==> src/rtl/a5_keystream_ctrl_pkg.sv <==
// a5_keystream_ctrl_pkg: A5/1 register geometry, tap masks, clock bits, step counts and FSM encoding
package a5_keystream_ctrl_pkg;
   localparam int R1_W = 19;
   localparam int R2_W = 22;
   localparam int R3_W = 23;
   localparam int ST_W = 64;
   // Bit positions below are zero-based within each register (register bit [1] is index 0)
   localparam logic [R1_W-1:0] R1_TAPS = 19'h72000;
   localparam logic [R2_W-1:0] R2_TAPS = 22'h300000;
   localparam logic [R3_W-1:0] R3_TAPS = 23'h700080;
   localparam int R1_CLK = 8;
   localparam int R2_CLK = 10;
   localparam int R3_CLK = 10;
   localparam logic [7:0] KEY_BITS   = 8'd64;
   localparam logic [7:0] FRAME_BITS = 8'd22;
   localparam logic [7:0] MIX_STEPS  = 8'd100;
   localparam logic [7:0] KS_BITS    = 8'd228;
   localparam logic [7:0] LOAD_LAST  = KEY_BITS + FRAME_BITS - 8'd1;
   localparam logic [7:0] KS_LAST    = KS_BITS - 8'd1;
   typedef enum logic [2:0] {S_IDLE, S_LOAD, S_MIX, S_RUN, S_DONE} fsm_e;
   function automatic logic maj(input logic a, input logic b, input logic c);
      return (a & b) | (a & c) | (b & c);
   endfunction
endpackage

==> src/rtl/a5_keystream_ctrl_if.sv <==
// a5_keystream_ctrl_if: control + keystream stream bundle; master drives start/abort/key/frame/ready,
// slave (the controller) drives busy/ks_valid/ks_bit/done. auto_next_i exists only with A5_FRAME_AUTOINC_EN.
interface a5_keystream_ctrl_if;
   logic        start_i;
   logic        abort_i;
   logic [63:0] key_i;
   logic [21:0] frame_i;
   logic        ks_ready_i;
   logic        busy_o;
   logic        ks_valid_o;
   logic        ks_bit_o;
   logic        done_o;
`ifdef A5_FRAME_AUTOINC_EN
   logic        auto_next_i;
   modport master(output start_i, abort_i, key_i, frame_i, ks_ready_i, auto_next_i,
                  input busy_o, ks_valid_o, ks_bit_o, done_o);
   modport slave(input start_i, abort_i, key_i, frame_i, ks_ready_i, auto_next_i,
                 output busy_o, ks_valid_o, ks_bit_o, done_o);
`else
   modport master(output start_i, abort_i, key_i, frame_i, ks_ready_i,
                  input busy_o, ks_valid_o, ks_bit_o, done_o);
   modport slave(input start_i, abort_i, key_i, frame_i, ks_ready_i,
                 output busy_o, ks_valid_o, ks_bit_o, done_o);
`endif
endinterface

==> src/rtl/a5_keystream_ctrl_step.sv <==
// a5_keystream_ctrl_step: one combinational A5/1 step of {R3,R2,R1}
//  state_i      current 64-bit state
//  inj_i        bit XORed into every feedback bit (0 outside key/frame load)
//  force_all_i  step all registers regardless of majority
//  next_state_o state after the step
module a5_keystream_ctrl_step
   import a5_keystream_ctrl_pkg::*;
(
   input  logic [ST_W-1:0] state_i,
   input  logic            inj_i,
   input  logic            force_all_i,
   output logic [ST_W-1:0] next_state_o
);
   logic [R1_W-1:0] r1;
   logic [R2_W-1:0] r2;
   logic [R3_W-1:0] r3;
   logic m, fb1, fb2, fb3, c1, c2, c3;
   assign {r3, r2, r1} = state_i;
   assign m   = maj(r1[R1_CLK], r2[R2_CLK], r3[R3_CLK]);
   assign fb1 = ^(r1 & R1_TAPS) ^ inj_i;
   assign fb2 = ^(r2 & R2_TAPS) ^ inj_i;
   assign fb3 = ^(r3 & R3_TAPS) ^ inj_i;
   assign c1  = force_all_i | (r1[R1_CLK] == m);
   assign c2  = force_all_i | (r2[R2_CLK] == m);
   assign c3  = force_all_i | (r3[R3_CLK] == m);
   assign next_state_o = {c3 ? {r3[R3_W-2:0], fb3} : r3,
                          c2 ? {r2[R2_W-2:0], fb2} : r2,
                          c1 ? {r1[R1_W-2:0], fb1} : r1};
endmodule

==> src/rtl/a5_keystream_ctrl.sv <==
// a5_keystream_ctrl: A5/1 burst sequencer (key load, frame load, 100 discard mixes, 228 keystream bits)
//  clk    clock, posedge
//  rst_n  asynchronous active-low reset
//  bus    slave side of a5_keystream_ctrl_if (start/abort/key/frame/ks_ready in; busy/ks_valid/ks_bit/done out)
//  A5_FRAME_AUTOINC_EN: when defined, auto_next_i in DONE reloads with frame+1 instead of returning to IDLE.
module a5_keystream_ctrl
   import a5_keystream_ctrl_pkg::*;
(
   input logic                clk,
   input logic                rst_n,
   a5_keystream_ctrl_if.slave bus
);
   fsm_e            fsm_q;
   logic [7:0]      cnt_q;
   logic [ST_W-1:0] st_q, st_d;
   logic [63:0]     key_q;
   logic [21:0]     frame_q;
   logic [4:0]      fidx;
   logic            busy_q, ks_valid_q, done_q, load, inj;
   assign load = fsm_q == S_LOAD;
   assign fidx = 5'(cnt_q - KEY_BITS);
   assign inj  = load & (cnt_q < KEY_BITS ? key_q[cnt_q[5:0]] : frame_q[fidx]);
   a5_keystream_ctrl_step u_step (
      .state_i     (st_q),
      .inj_i       (inj),
      .force_all_i (load),
      .next_state_o(st_d)
   );
   assign bus.busy_o     = busy_q;
   assign bus.ks_valid_o = ks_valid_q;
   assign bus.done_o     = done_q;
   assign bus.ks_bit_o   = st_q[R1_W-1] ^ st_q[R1_W+R2_W-1] ^ st_q[ST_W-1];
   always_ff @(posedge clk or negedge rst_n)
      if (!rst_n) begin
         fsm_q      <= S_IDLE;
         cnt_q      <= '0;
         st_q       <= '0;
         key_q      <= '0;
         frame_q    <= '0;
         busy_q     <= 1'b0;
         ks_valid_q <= 1'b0;
         done_q     <= 1'b0;
      end else if (bus.abort_i) begin
         // abort beats start in IDLE and a same-cycle handshake in RUN
         fsm_q      <= S_IDLE;
         busy_q     <= 1'b0;
         ks_valid_q <= 1'b0;
         done_q     <= 1'b0;
      end else
         case (fsm_q)
            S_IDLE:
               if (bus.start_i) begin
                  fsm_q   <= S_LOAD;
                  key_q   <= bus.key_i;
                  frame_q <= bus.frame_i;
                  st_q    <= '0;
                  cnt_q   <= '0;
                  busy_q  <= 1'b1;
               end
            S_LOAD: begin
               st_q  <= st_d;
               cnt_q <= cnt_q == LOAD_LAST ? 8'd0 : cnt_q + 8'd1;
               if (cnt_q == LOAD_LAST) fsm_q <= S_MIX;
            end
            S_MIX: begin
               // MIX_STEPS discards plus one more step that yields keystream bit 0
               st_q  <= st_d;
               cnt_q <= cnt_q == MIX_STEPS ? 8'd0 : cnt_q + 8'd1;
               if (cnt_q == MIX_STEPS) begin
                  fsm_q      <= S_RUN;
                  ks_valid_q <= 1'b1;
               end
            end
            S_RUN:
               if (bus.ks_ready_i) begin
                  if (cnt_q == KS_LAST) begin
                     fsm_q      <= S_DONE;
                     ks_valid_q <= 1'b0;
                     done_q     <= 1'b1;
                  end else begin
                     cnt_q <= cnt_q + 8'd1;
                     st_q  <= st_d;
                  end
               end
            S_DONE: begin
               done_q <= 1'b0;
`ifdef A5_FRAME_AUTOINC_EN
               if (bus.auto_next_i) begin
                  fsm_q   <= S_LOAD;
                  frame_q <= frame_q + 22'd1;
                  st_q    <= '0;
                  cnt_q   <= '0;
               end else begin
                  fsm_q  <= S_IDLE;
                  busy_q <= 1'b0;
               end
`else
               fsm_q  <= S_IDLE;
               busy_q <= 1'b0;
`endif
            end
            default: fsm_q <= S_IDLE;
         endcase
endmodule
==> src/flat_wrapper.sv <==
// flat-port wrapper written by rule: the top's interface ports become plain ports
module a5_keystream_ctrl_flat import a5_keystream_ctrl_pkg::*;
  (clk, rst_n, bus_start_i, bus_abort_i, bus_key_i, bus_frame_i, bus_ks_ready_i, bus_busy_o, bus_ks_valid_o, bus_ks_bit_o, bus_done_o);
  a5_keystream_ctrl_if bus_i ();
  input logic clk;
  input logic rst_n;
  input wire logic [$bits(bus_i.start_i)-1:0] bus_start_i;
  input wire logic [$bits(bus_i.abort_i)-1:0] bus_abort_i;
  input wire logic [$bits(bus_i.key_i)-1:0] bus_key_i;
  input wire logic [$bits(bus_i.frame_i)-1:0] bus_frame_i;
  input wire logic [$bits(bus_i.ks_ready_i)-1:0] bus_ks_ready_i;
  output wire logic [$bits(bus_i.busy_o)-1:0] bus_busy_o;
  output wire logic [$bits(bus_i.ks_valid_o)-1:0] bus_ks_valid_o;
  output wire logic [$bits(bus_i.ks_bit_o)-1:0] bus_ks_bit_o;
  output wire logic [$bits(bus_i.done_o)-1:0] bus_done_o;
  assign bus_i.start_i = bus_start_i;
  assign bus_i.abort_i = bus_abort_i;
  assign bus_i.key_i = bus_key_i;
  assign bus_i.frame_i = bus_frame_i;
  assign bus_i.ks_ready_i = bus_ks_ready_i;
  assign bus_busy_o = bus_i.busy_o;
  assign bus_ks_valid_o = bus_i.ks_valid_o;
  assign bus_ks_bit_o = bus_i.ks_bit_o;
  assign bus_done_o = bus_i.done_o;
  a5_keystream_ctrl u_core (.clk(clk), .rst_n(rst_n), .bus(bus_i));
endmodule
==> config.mk <==
export PLATFORM = sky130hd
export DESIGN_NAME = a5_keystream_ctrl_flat
export DESIGN_NICKNAME = d
export VERILOG_FILES = /design/src/rtl/a5_keystream_ctrl_pkg.sv /design/src/rtl/a5_keystream_ctrl_if.sv /design/src/rtl/a5_keystream_ctrl_step.sv /design/src/rtl/a5_keystream_ctrl.sv /design/src/flat_wrapper.sv
export SDC_FILE = /design/constraint.sdc
export NUM_CORES = 1
export LEC_CHECK = 0
export ABC_CLOCK_PERIOD_IN_PS = 2550
export CAP_MARGIN = 20
export CORE_MARGIN = 1.5
export CORE_UTILIZATION = 50
export DETAILED_ROUTE_END_ITERATION = 10
export GPL_TIMING_DRIVEN = 0
export PLACE_DENSITY = 0.84
export REMOVE_ABC_BUFFERS = 1
export SYNTH_ARGS = -nofsm -noshare
export SYNTH_HDL_FRONTEND = slang
export SYNTH_SLANG_ARGS = --single-unit
==> constraint.sdc <==
create_clock -name clk -period 2.55 [get_ports clk]
set_clock_uncertainty 0.2 [all_clocks]
set_input_delay 0.3825 -clock clk [delete_from_list [all_inputs] [get_ports clk]]
set_output_delay 0.3825 -clock clk [all_outputs]
set_load 0.005 [all_outputs]
### After elaboration in Yosys (flattened, before gate mapping)

Cells that the tools add are included.

| storage, ports and cells | value |
|---|---|
| bits in registers | 164 |
| input bits | 91 |
| output and inout port bits | 4 |
| logic and storage cells | 100 |

| operators by class | value |
|---|---|
| add/subtract/negate cells | 2 |
| order comparisons | 3 |
| equal/unequal tests | 18 |
| muxes and demuxes | 37 |
| bitwise operators | 15 |
| reduce and logical (&&, ||, !) cells | 17 |

Operators with widths:

| cell | number |
|---|---|
| 2-to-1 mux 64 bit | 3 |
| one-hot mux 64 bit (3 select lines) | 1 |
| 2-to-1 mux 8 bit | 5 |
| one-hot mux 8 bit (4 select lines) | 1 |
| 2-to-1 mux 23 bit | 1 |
| XOR reduction 23 bit | 1 |
| 2-to-1 mux 22 bit | 1 |
| XOR reduction 22 bit | 1 |
| 2-to-1 mux 19 bit | 1 |
| XOR reduction 19 bit | 1 |
| 2-to-1 mux 3 bit | 6 |
| == test 8 x 7 -> 1 bit (second input constant) | 2 |
| AND reduction 5 bit | 3 |
| 2-to-1 mux 1 bit | 12 |
| one-hot mux 3 bit (4 select lines) | 1 |
| nonzero test 3 bit | 4 |
| inequality test 3 bit (second input constant) | 3 |
| adder 8 x 1 -> 8 bit (second input constant) | 1 |
| == test 8 bit (second input constant) | 1 |
| < comparator 8 x 7 -> 1 bit (second input constant) | 1 |
| < comparator 6 x 7 -> 1 bit (second input constant) | 1 |
| binary-select mux 1 bit (select 6 bit) | 1 |
| == test 3 x 2 -> 1 bit (second input constant) | 2 |
| < comparator 5 x 6 -> 1 bit (second input constant) | 1 |
| other kinds (18) | 37 |

### Logic depth before layout (Yosys ltp)

Gate-level depths: netlist (run 1).

| logic depth | value |
|---|---|
| depth in word-level cells | 10 |
| depth in mapped cells | 11 |
| gate-level depth less buffers | 8 |

### Modules after synthesis

From an unflattened synthesis (run 1), not the netlist that was laid out.

| second synthesis, totals | value |
|---|---|
| cell total of the unflattened synthesis | 609 |
| area total of the unflattened synthesis | 8144.1 um^2 |

By module, submodules not included:

| module | instances | cells an instance | area each (um^2) | sequential area each (um^2) |
|---|---|---|---|---|
| a5_keystream_ctrl | 1 | 510 | 7128.1 | 4103.9 |
| a5_keystream_ctrl_step | 1 | 99 | 1016.0 | 0.0 |

### Least setup slack after synthesis (run 1)

Ideal clock, no wire load.

| timing path | value |
|---|---|
| path type | reg2reg |
| start point | register u_core.cnt_q[1] |
| end point | register u_core.cnt_q[6] |
| library setup time | 0.110 ns |
| data arrival time | 2.384 ns |
| required time | 2.240 ns |
| path slack | -0.145 ns |
| stages on the path, launching flop included | 12 |
| path buffers | 4 |
| period minus slack after synthesis | 2.695 ns |
| cell sequence | dfrtp_1 -> buf_6 -> buf_2 -> buf_2 -> inv_1 -> ha_1 -> and3_1 -> nand2b_1 -> a21o_1 -> or2_2 -> clkbuf_1 -> o41ai_1 |

| on the way | value |
|---|---|
| longest elaborated chain between the ends | 4 |
| elaborated cells between the ends (all ways) | 11 |
| those cells by class | add/sub (1); eq/ne (4); mux (5); reduce/logical (1) |

Ends and longest elaborated chain:

| what | RTL line | source |
|---|---|---|
| start, declared | a5_keystream_ctrl.sv:14 | `logic [7:0] cnt_q;` |
| start signal, assigned | a5_keystream_ctrl.sv:62 | `cnt_q <= cnt_q == LOAD_LAST ? 8'd0 : cnt_q + 8'd1;` |
| start signal, assigned | a5_keystream_ctrl.sv:68 | `cnt_q <= cnt_q == MIX_STEPS ? 8'd0 : cnt_q + 8'd1;` |
| start signal, assigned | a5_keystream_ctrl.sv:81 | `cnt_q <= cnt_q + 8'd1;` |
| adder 8 x 1 -> 8 bit | a5_keystream_ctrl.sv:62, a5_keystream_ctrl.sv:68, a5_keystream_ctrl.sv:81 |  |
| 2-to-1 mux 8 bit | a5_keystream_ctrl.sv:76 | `if (cnt_q == KS_LAST) begin` |
| 2-to-1 mux 8 bit | a5_keystream_ctrl.sv:75 | `if (bus.ks_ready_i) begin` |
| one-hot mux 8 bit (4 select lines) | a5_keystream_ctrl.sv:50 | `case (fsm_q)` |

Several ways; a longest one is shown, not always the timed one. The select of a mux whose other input is x is not followed.
A chain may end at the register's enable or synchronous reset.

### Final worst setup path (run 1)

| timing path | value |
|---|---|
| start point | register u_core.cnt_q[0] |
| end point | register u_core.st_q[19] |

| on the way | value |
|---|---|
| longest elaborated chain between the ends | 10 |
| elaborated cells between the ends (all ways) | 16 |
| those cells by class | add/sub (1); order compare (1); eq/ne (2); mux (9); bitwise (2); reduce/logical (1) |

Ends and longest elaborated chain:

| what | RTL line | source |
|---|---|---|
| subtractor 5 x 1 -> 5 bit | a5_keystream_ctrl.sv:21 | `assign fidx = 5'(cnt_q - KEY_BITS);` |
| binary-select mux 1 bit (select 5 bit) | a5_keystream_ctrl.sv:22 | `assign inj = load & (cnt_q < KEY_BITS ? key_q[cnt_q[5:0]] : frame_q[fidx]);` |
| 2-to-1 mux 1 bit (implied by the code) | a5_keystream_ctrl.sv:22 |  |
| 2-to-1 mux 1 bit | a5_keystream_ctrl.sv:22 |  |
| AND 1 bit | a5_keystream_ctrl.sv:22 |  |
| bitwise XOR 1 bit | a5_keystream_ctrl_step.sv:21 | `assign fb2 = ^(r2 & R2_TAPS) ^ inj_i;` |
| 2-to-1 mux 22 bit | a5_keystream_ctrl_step.sv:27 | `c2 ? {r2[R2_W-2:0], fb2} : r2,` |
| 2-to-1 mux 64 bit | a5_keystream_ctrl.sv:76 |  |
| 2-to-1 mux 64 bit | a5_keystream_ctrl.sv:75 |  |
| one-hot mux 64 bit (3 select lines) | a5_keystream_ctrl.sv:50 |  |
| end signal, assigned | a5_keystream_ctrl.sv:61 | `st_q <= st_d;` |
| end signal, assigned | a5_keystream_ctrl.sv:67 | `st_q <= st_d;` |
| end signal, assigned | a5_keystream_ctrl.sv:82 | `st_q <= st_d;` |
| end, declared | a5_keystream_ctrl.sv:15 | `logic [ST_W-1:0] st_q, st_d;` |

Several ways; a longest one is shown, not always the timed one. The select of a mux whose other input is x is not followed.

==> impl_results.md, run 1 <==
* Vias per cell at ~5.8
* Nets@finish at 857
* Synthesis-to-finish area growth at 28.8%
* Crit path DAT at 2840 ps
* H-tree depth at 4
* Yosys top cell area share at ~54%
* Number of buffers created by CTS at 17
* LEAKAGE at 3.94 nW
* Die Y at 126 um
* Diodes inserted at 0
* Io pins at 95
* Synthesized flop and latch total at 164
* Global route overflow at 0
* DR pass1 iterations at 8
* Final Setup Violations at 22
* Non-Filler Cell Area, Final at 0.00976 mm2
* Ratio of final minimum period to clock period at 107%
* Maximum clock rate at 366 MHz
* Most frequent cells in the layout: dfrtp_1, nand2_1, clkdlybuf4s50_1
* Final Wtd Congestion at 0.781
* Count of final max-slew check failures at 0
* Number of global-route vias before repair at 5,474
* Post-Route WL at 17.9 mm
* RSZ-0062 raised after global routing: true
* First-pass GRT wire length at 27.2 mm
* Synth warn at 0
* Dpl ws at -964 ps
* Netlist cell types at between 40 and 50
* Commonest non-fill, non-tap cell in the layout: dfrtp_1
* Initial Util at 51.7%
* Hpwl dp at 10.3 mm
* Data required, critical path at 2660 ps
* Core Footprint at 0.0146 mm2
* Max_slew headroom at 34.6%
* CP Class: reg -> reg
* WL/cell at 18.7 um
* Final setup TNS at -1070 ps
* Die Width at 126 um
* Critical path endpoint category: register
* Post-Synthesis Cells at 662
* Power Dens Cells at roughly 800 mW/mm2
* Clock Latency Late Sink at 430 ps
* Share of layout cells above drive strength 1 at 25.0%
* Detailed router's first-iteration violation count at 539
* Power Total at about 7.6 mW
* CP max FO at 5
* Max clock buf depth at 2
* Synthesized area per cell at 11.4 um2
* Largest net degree at the start of global routing at 86
* R2R setup slack at -180 ps
* Failing checks: design-rule violations, negative setup slack
* # Max-Cap Violations at 0
* Synthesized area at 0.00758 mm2
* Detail Route Antenna Nets at 0
* Cell Rows at 44
* CTS tree: yes
* Worst Max-Slew Pin Slew at around 950 ps
* Hold Path Class: reg -> reg
* Top post-synthesis cells by area: dfrtp_1, mux2_2, nand2_1, o21ai_0, mux2i_1
* Utilization after layout at between 60 and 70%
* Hold WS at 279 ps
* Largest area contributor in the netlist: dfrtp_1
* Setup ws final at -182 ps
* Startpoint Class: register
* Port-buffer cells at 94
* Placed cells at 900
* Number of clock sinks at around 160
* Final hold vios at 0
* Post-Layout Cell Count at 960
* Status: finished with violations
* GRT Total Usage at between 20% and 30%
* CTS root buf: clkbuf_16
* Minimum clock period at roughly 2700 ps
* Worst vdd ir at ~0.7 mV
* Routed vias at 5,598
* DR DRC count at 3
* Initial antenna violation count at 0
* DIE AREA at 0.0159 mm2
* Seq/Total Area, Yosys at 54.2%
* Post-Place Cell Area at 0.00864 mm2
* Reg clk slew, reported paths at ~60 ps
-- worst paths after layout --
kind / cells past startpoint / from / end
max in group asynchronous: 3 / rst_n / u_core.cnt_q[0]
min in group asynchronous: 2 / rst_n / u_core.key_q[28]
min reg2reg: 2 / u_core.st_q[27] / u_core.st_q[27]
max: 7 / u_core.cnt_q[0] / u_core.st_q[19]
min: 2 / u_core.st_q[27] / u_core.st_q[27]
max reg2reg: 7 / u_core.cnt_q[0] / u_core.st_q[19]
-- layout make-up --
| class | instances | area, um2 |
|---|---|---|
| Clock buffer | 18 | 439 |
| Clock inverter | 14 | 223 |
| Fill cell | 990 | 4880 |
| Inverter | 7 | 26.3 |
| Multi-Input combinational cell | 451 | 3400 |
| Sequential cell | 164 | 4110 |
| Tap cell | 184 | 230 |
| Timing Repair Buffer | 122 | 1320 |
-- timing repair --
action / in CTS / in global routing
hold buffers: 1 / 0
setup buffers: 11 / 6
gates resized for setup: 23 / 34
gates cloned: 2 / 8
setup endpoints to repair: 75 / 127
pin swaps: 6 / 6
endpoints found under the hold margin: 84 / 0
-- worst max-delay path: stages (launching register included) --
cell      delay (ps)
dfrtp_4          520
mux4_2           540
mux4_2           510
nand2_2           80
nand4_1          140
o211ai_4         290
mux2i_1          230
mux2i_1          100
-- cells in the mapped netlist (all sizes together) --
| cell | number |
|---|---|
| nor2 | 16 |
| nor3b | 1 |
| and2b | 2 |
| nand4 | 3 |
| a22oi | 4 |
| mux2 | 89 |
| mux2i | 29 |
| mux4 | 12 |
| o211ai | 2 |
| nand2 | 137 |
| dfrtp | 164 |
| nor3 | 2 |
| o2111ai | 2 |
| a221oi | 4 |
| a211oi | 3 |
| and3 | 3 |
| o22ai | 1 |
| a41oi | 1 |
| xnor2 | 9 |
| o21bai | 1 |
| or2 | 2 |
| nand3 | 9 |
| o31ai | 8 |
| nand2b | 4 |
| a211o | 1 |
| a21o | 1 |
| buf | 13 |
| nor2b | 7 |
| a21oi | 9 |
| nor4bb | 2 |
| nor4 | 3 |
| and2 | 1 |
| clkbuf | 32 |
| inv | 7 |
| o21ai | 74 |
| o41ai | 1 |
| ha | 3 |
-- flip-flops by register name, indices dropped and copies added (netlist names) --
register,flops
u_core.bus.done_o,1
u_core.cnt_q,8
u_core.frame_q,22
u_core.key_q,64
u_core.fsm_q,3
u_core.st_q,64
u_core.bus.ks_valid_o,1
u_core.bus.busy_o,1
-- where the power goes --
part / switching (mW) / internal (mW) / leakage (nW)
registers: 0.250 / 3.02 / 2.08
clock network: 1.07 / 1.78 / 0.318
logic: 0.638 / 0.861 / 1.54
total: 1.96 / 5.65 / 3.94
-- routing by layer --
| metal | share of wire, % | global-route usage, % | vias to the layer above |
|---|---|---|---|
| met4 | 1.8 | 8.52 | 0 |
| met1 | 41 | 27.9 | 2809 |
| met2 | 51 | 36.6 | 234 |
| li1 | - | - | 2523 |
| met3 | 6.2 | 4.97 | 32 |
| met5 | 0 | 0 | - |
-- kinds of logic (layout without fill, tap and decap cells) --
| family | Yosys count | after routing | share of synthesized area, % |
|---|---|---|---|
| AO/OA/AOI/OAI | 112 | 116 | 8.70 |
| XOR/XNOR | 9 | 9 | 1.04 |
| adder cells (fa/ha/maj) | 3 | 3 | 0.495 |
| buffers and inverters | 52 | 161 | 3.68 |
| flip-flops | 164 | 164 | 54.2 |
| multiplexers | 130 | 130 | 21.0 |
| AND/OR/NAND/NOR | 192 | 193 | 10.9 |
Note: power is estimated with default switching activity, not from simulation.
==> run 2: changes to the inputs <==
- CTS_CLUSTER_SIZE: not set -> 8
==> results of run 2 <==
The final DEF is identical to that of run 1; final timing and power are the same.
==> run 3: changes to the inputs <==
- ABC_AREA: not set -> 1
- CORE_UTILIZATION: 50 -> 51
- PLACE_DENSITY: 0.84 -> 0.85
==> run 3 against run 2 <==
Compared with the run above: the run now ends clean; fmax up 13%; register-to-register slack better by 310 ps; routed wire length down 2.7%; largest cell class unchanged; largest power group unchanged.
==> impl_results.md, run 3 <==
* DR pass1 iterations at 7
* Initial antenna violation count at 0
* Number of clock sinks at 164
* Critical path endpoint category: register
* # Max-Cap Violations at 0
* Switching pwr at between 3 and 4 mW
* EDFF count, synth at 0
* CTS tree: yes
* RSZ-0062 raised after global routing: false
* Vias per cell at 5.24
* Post-Place Cell Area at 0.00903 mm2
* Clock group share of total power at 24.7%
* Synth Area in Simple Gates at 16.7%
* Port-buffer cells at 94
* Commonest non-fill, non-tap cell in the layout: dfrtp_1
* Met1 WL at 7.81 mm
* Nets@finish at ~1,000
* Synthesis-to-finish area growth at 21.2%
* Wire length on met3 at 817 um
* Max clock buf depth at 2
* Non-Filler Cell Area, Final at between 0.009 and 0.01 mm2
* Final setup TNS at 0 ps
* Final Setup Violations at 0
* Top sig layer: met4
* DR DRC count at 0
* FFs w/ async S/R, synth at 100%
* Reg-to-Reg Start: u_core.cnt_q[0]
* Utilization after layout at 63.7%
* Top-count cell post-synth: dfrtp_1
* Final hold vios at 0
* Top post-synthesis cells by area: dfrtp_1, o22ai_2, inv_1, nand2_1, mux2_2
* Adder-Cell Fraction of Synth Area at 0.468%
* Minimum clock period at around 2400 ps
* Share of layout cells above drive strength 1 at between 10% and 20%
* Maximum clock rate at ~410 MHz
* Routed vias at 6,156
* Hpwl dp at about 11 mm
* Comb pwr share at 37.1%
* Synth warn at 0
* Post-synth top flop: dfrtp_1
* Post-Synth XOR/XNOR Area at 0.983%
* Netlist cell types at 43
* Most frequent cells in the layout: dfrtp_1, inv_1, nand2_1
* Cell Rows at between 40 and 50
* Clock Latency Late Sink at roughly 420 ps
* Reg-to-reg critical path endpoint: u_core.st_q[32]
* Hold Path Class: in -> async
* Power Dens Cells at 1020 mW/mm2
* Synthesized area at 0.00802 mm2
* Seq/Total Area, Yosys at 51.2%
* R2R setup slack at 130 ps
* Crit path DAT at 2520 ps
* Max_slew headroom at 44.6%
* GRT Total Usage at 22.4%
* Io pins at 95
* Metal2 WL at about 8.6 mm
* Worst vdd ir at a little over 0.6 mV
* Mux cell area share after synthesis at under 10%
* Data required, critical path at 2650 ps
* Die Y at 128 um
* LEAKAGE at 4.44 nW
* Startpoint Class: register
* Register-to-Register Path Depth at 11
* Initial Util at 52.6%
* DIE AREA at 0.0165 mm2
* CP Class: reg -> reg
* Worst Max-Slew Pin Slew at 830 ps
* Compound-Gate Fraction of Synth Area at 15.1%
* Largest family of logic cells by synthesized area: simple AND/OR/NAND/NOR gates
* First-pass GRT wire length at 29.1 mm
* P_int at 6.24 mW
* Synthesized flop and latch total at ~160
* Global route overflow at 0
* Number of buffers created by CTS at 17
* Number of global-route vias before repair at about 6,000
* Post-Synthesis Cells at 869
* Sequential power share at a little under two fifths
* WL/cell at about 15 um
* Yosys top cell area share at 51.2%
* Diodes inserted at 0
* Post-Route WL at 17.5 mm
* CP max FO at 45
* Synthesized area per cell at between 9 and 10 um2
* Final Wtd Congestion at 0.866
* Detailed router's first-iteration violation count at 500
* Largest registers: u_core.key_q (64), u_core.st_q (64), u_core.frame_q (22)
* Largest net degree at the start of global routing at 114
* Core Footprint at 0.0153 mm2
* Ratio of final minimum period to clock period at a little over nine tenths
* Synth cell count leaders: dfrtp_1, inv_1, nand2_1, nor2_1, a21oi_1
* Reg clk slew, reported paths at roughly 60 ps
* H-tree depth at 4
* CTS root buf: clkbuf_16
* CP Launch Point: u_core.cnt_q[0]
* Die Width at 128 um
* Largest area contributor in the netlist: dfrtp_1
* Status: finished, final reports clean
* Sw frac at 37.1%
* Count of final max-slew check failures at 0
* Detail Route Antenna Nets at 0
run 3: cell count changes after synthesis, sizes merged, moves of 7 or more:
| cell | previous run | this run |
|---|---|---|
| a21oi | 9 | 63 |
| buf | 13 | 37 |
| clkbuf | 32 | 4 |
| inv | 7 | 151 |
| mux2 | 89 | 34 |
| mux2i | 29 | 0 |
| mux4 | 12 | 0 |
| nand3 | 9 | 56 |
| nor2 | 16 | 108 |
| nor2b | 7 | 0 |
| o21ai | 74 | 30 |
| o22ai | 1 | 58 |
| o31ai | 8 | 0 |
run 3: timing repair:
item | 4_1_cts | 5_1_grt
gates resized for setup | 7 | 13
hold endpoints to repair | 51 | 0
buffers inserted | 0 | 6
pin swaps | 1 | 1
cloned | 2 | 0
hold buffers | 1 | 0
endpoints found under the setup margin | 103 | 109
run 3: how the worst max path moves through the flow:
stage | cells past startpoint | slack (ps) | endpoint
finish | 11 | 130 | u_core.st_q[32]
global route | 15 | 2 | u_core.st_q[41]
detailed placement | 13 | -670 | u_core.st_q[19]
CTS | 5 | 0.2 | u_core.key_q[23]
floorplan | 5 | -1940 | u_core.frame_q[0]
global placement | 1 | -5600 | u_core.key_q[43]
run 3: final cells by class:
type | count | area (um2)
Timing Repair inverter | 1 | 7.51
Fill cell | 1183 | 5540
Clock inverter | 11 | 111
Tap cell | 211 | 264
Timing Repair Buffer | 104 | 1080
Sequential cell | 164 | 4110
Multi-Input combinational cell | 513 | 3090
Clock buffer | 19 | 453
Inverter | 152 | 604
run 3: power groups by stage:
stage | Clock [mW] | Sequential [mW] | Combinational, mW
after detailed placement | 0 | 3.81 | 3.43
after global routing | 2.60 | 3.86 | 4.12
final | 2.45 | 3.78 | 3.68
after global placement | 0 | 3.90 | 3.24
after floorplan | 0 | 3.75 | 2.48
after CTS | 2.49 | 3.79 | 3.51
run 3: through the flow:
| stage | worst slack [ps] | hold WS [ps] | instances | power [mW] |
|---|---|---|---|---|
| after floorplan | -1940 | -113 | 828 | 6.23 |
| after global placement | -5600 | 266 | 1133 | 7.14 |
| after detailed placement | -669 | 123 | 1136 | 7.24 |
| after CTS | 0.216 | 266 | 1169 | 9.79 |
| after global routing | 1.53 | 294 | 1175 | 10.6 |
| final | 128 | 262 | 1175 | 9.92 |
run 3: per-layer routing:
metal,track usage (%),up-vias
met5,0,-
met4,8.06,0
met3,4.70,25
met2,37.5,177
met1,29.2,2994
li1,-,2960
run 3: kinds of logic (layout without fill, tap and decap cells):
family	after synthesis	count (layout)
xor+xnor	9	9
mux	34	34
fa+ha+maj	3	3
flops	164	164
compound gates	159	159
buf+inv	193	287
simple gates	307	308
run 3: worst max-delay path: stages (launching register included):
cell and delay, ps:
dfrtp_4 530, buf_12 250, ha_1 230, nand2_1 80, nor3_2 190, nand2_2 130
nand2_8 130, inv_8 60, nand2_4 100, nor2_4 60, inv_6 200, o22ai_2 100
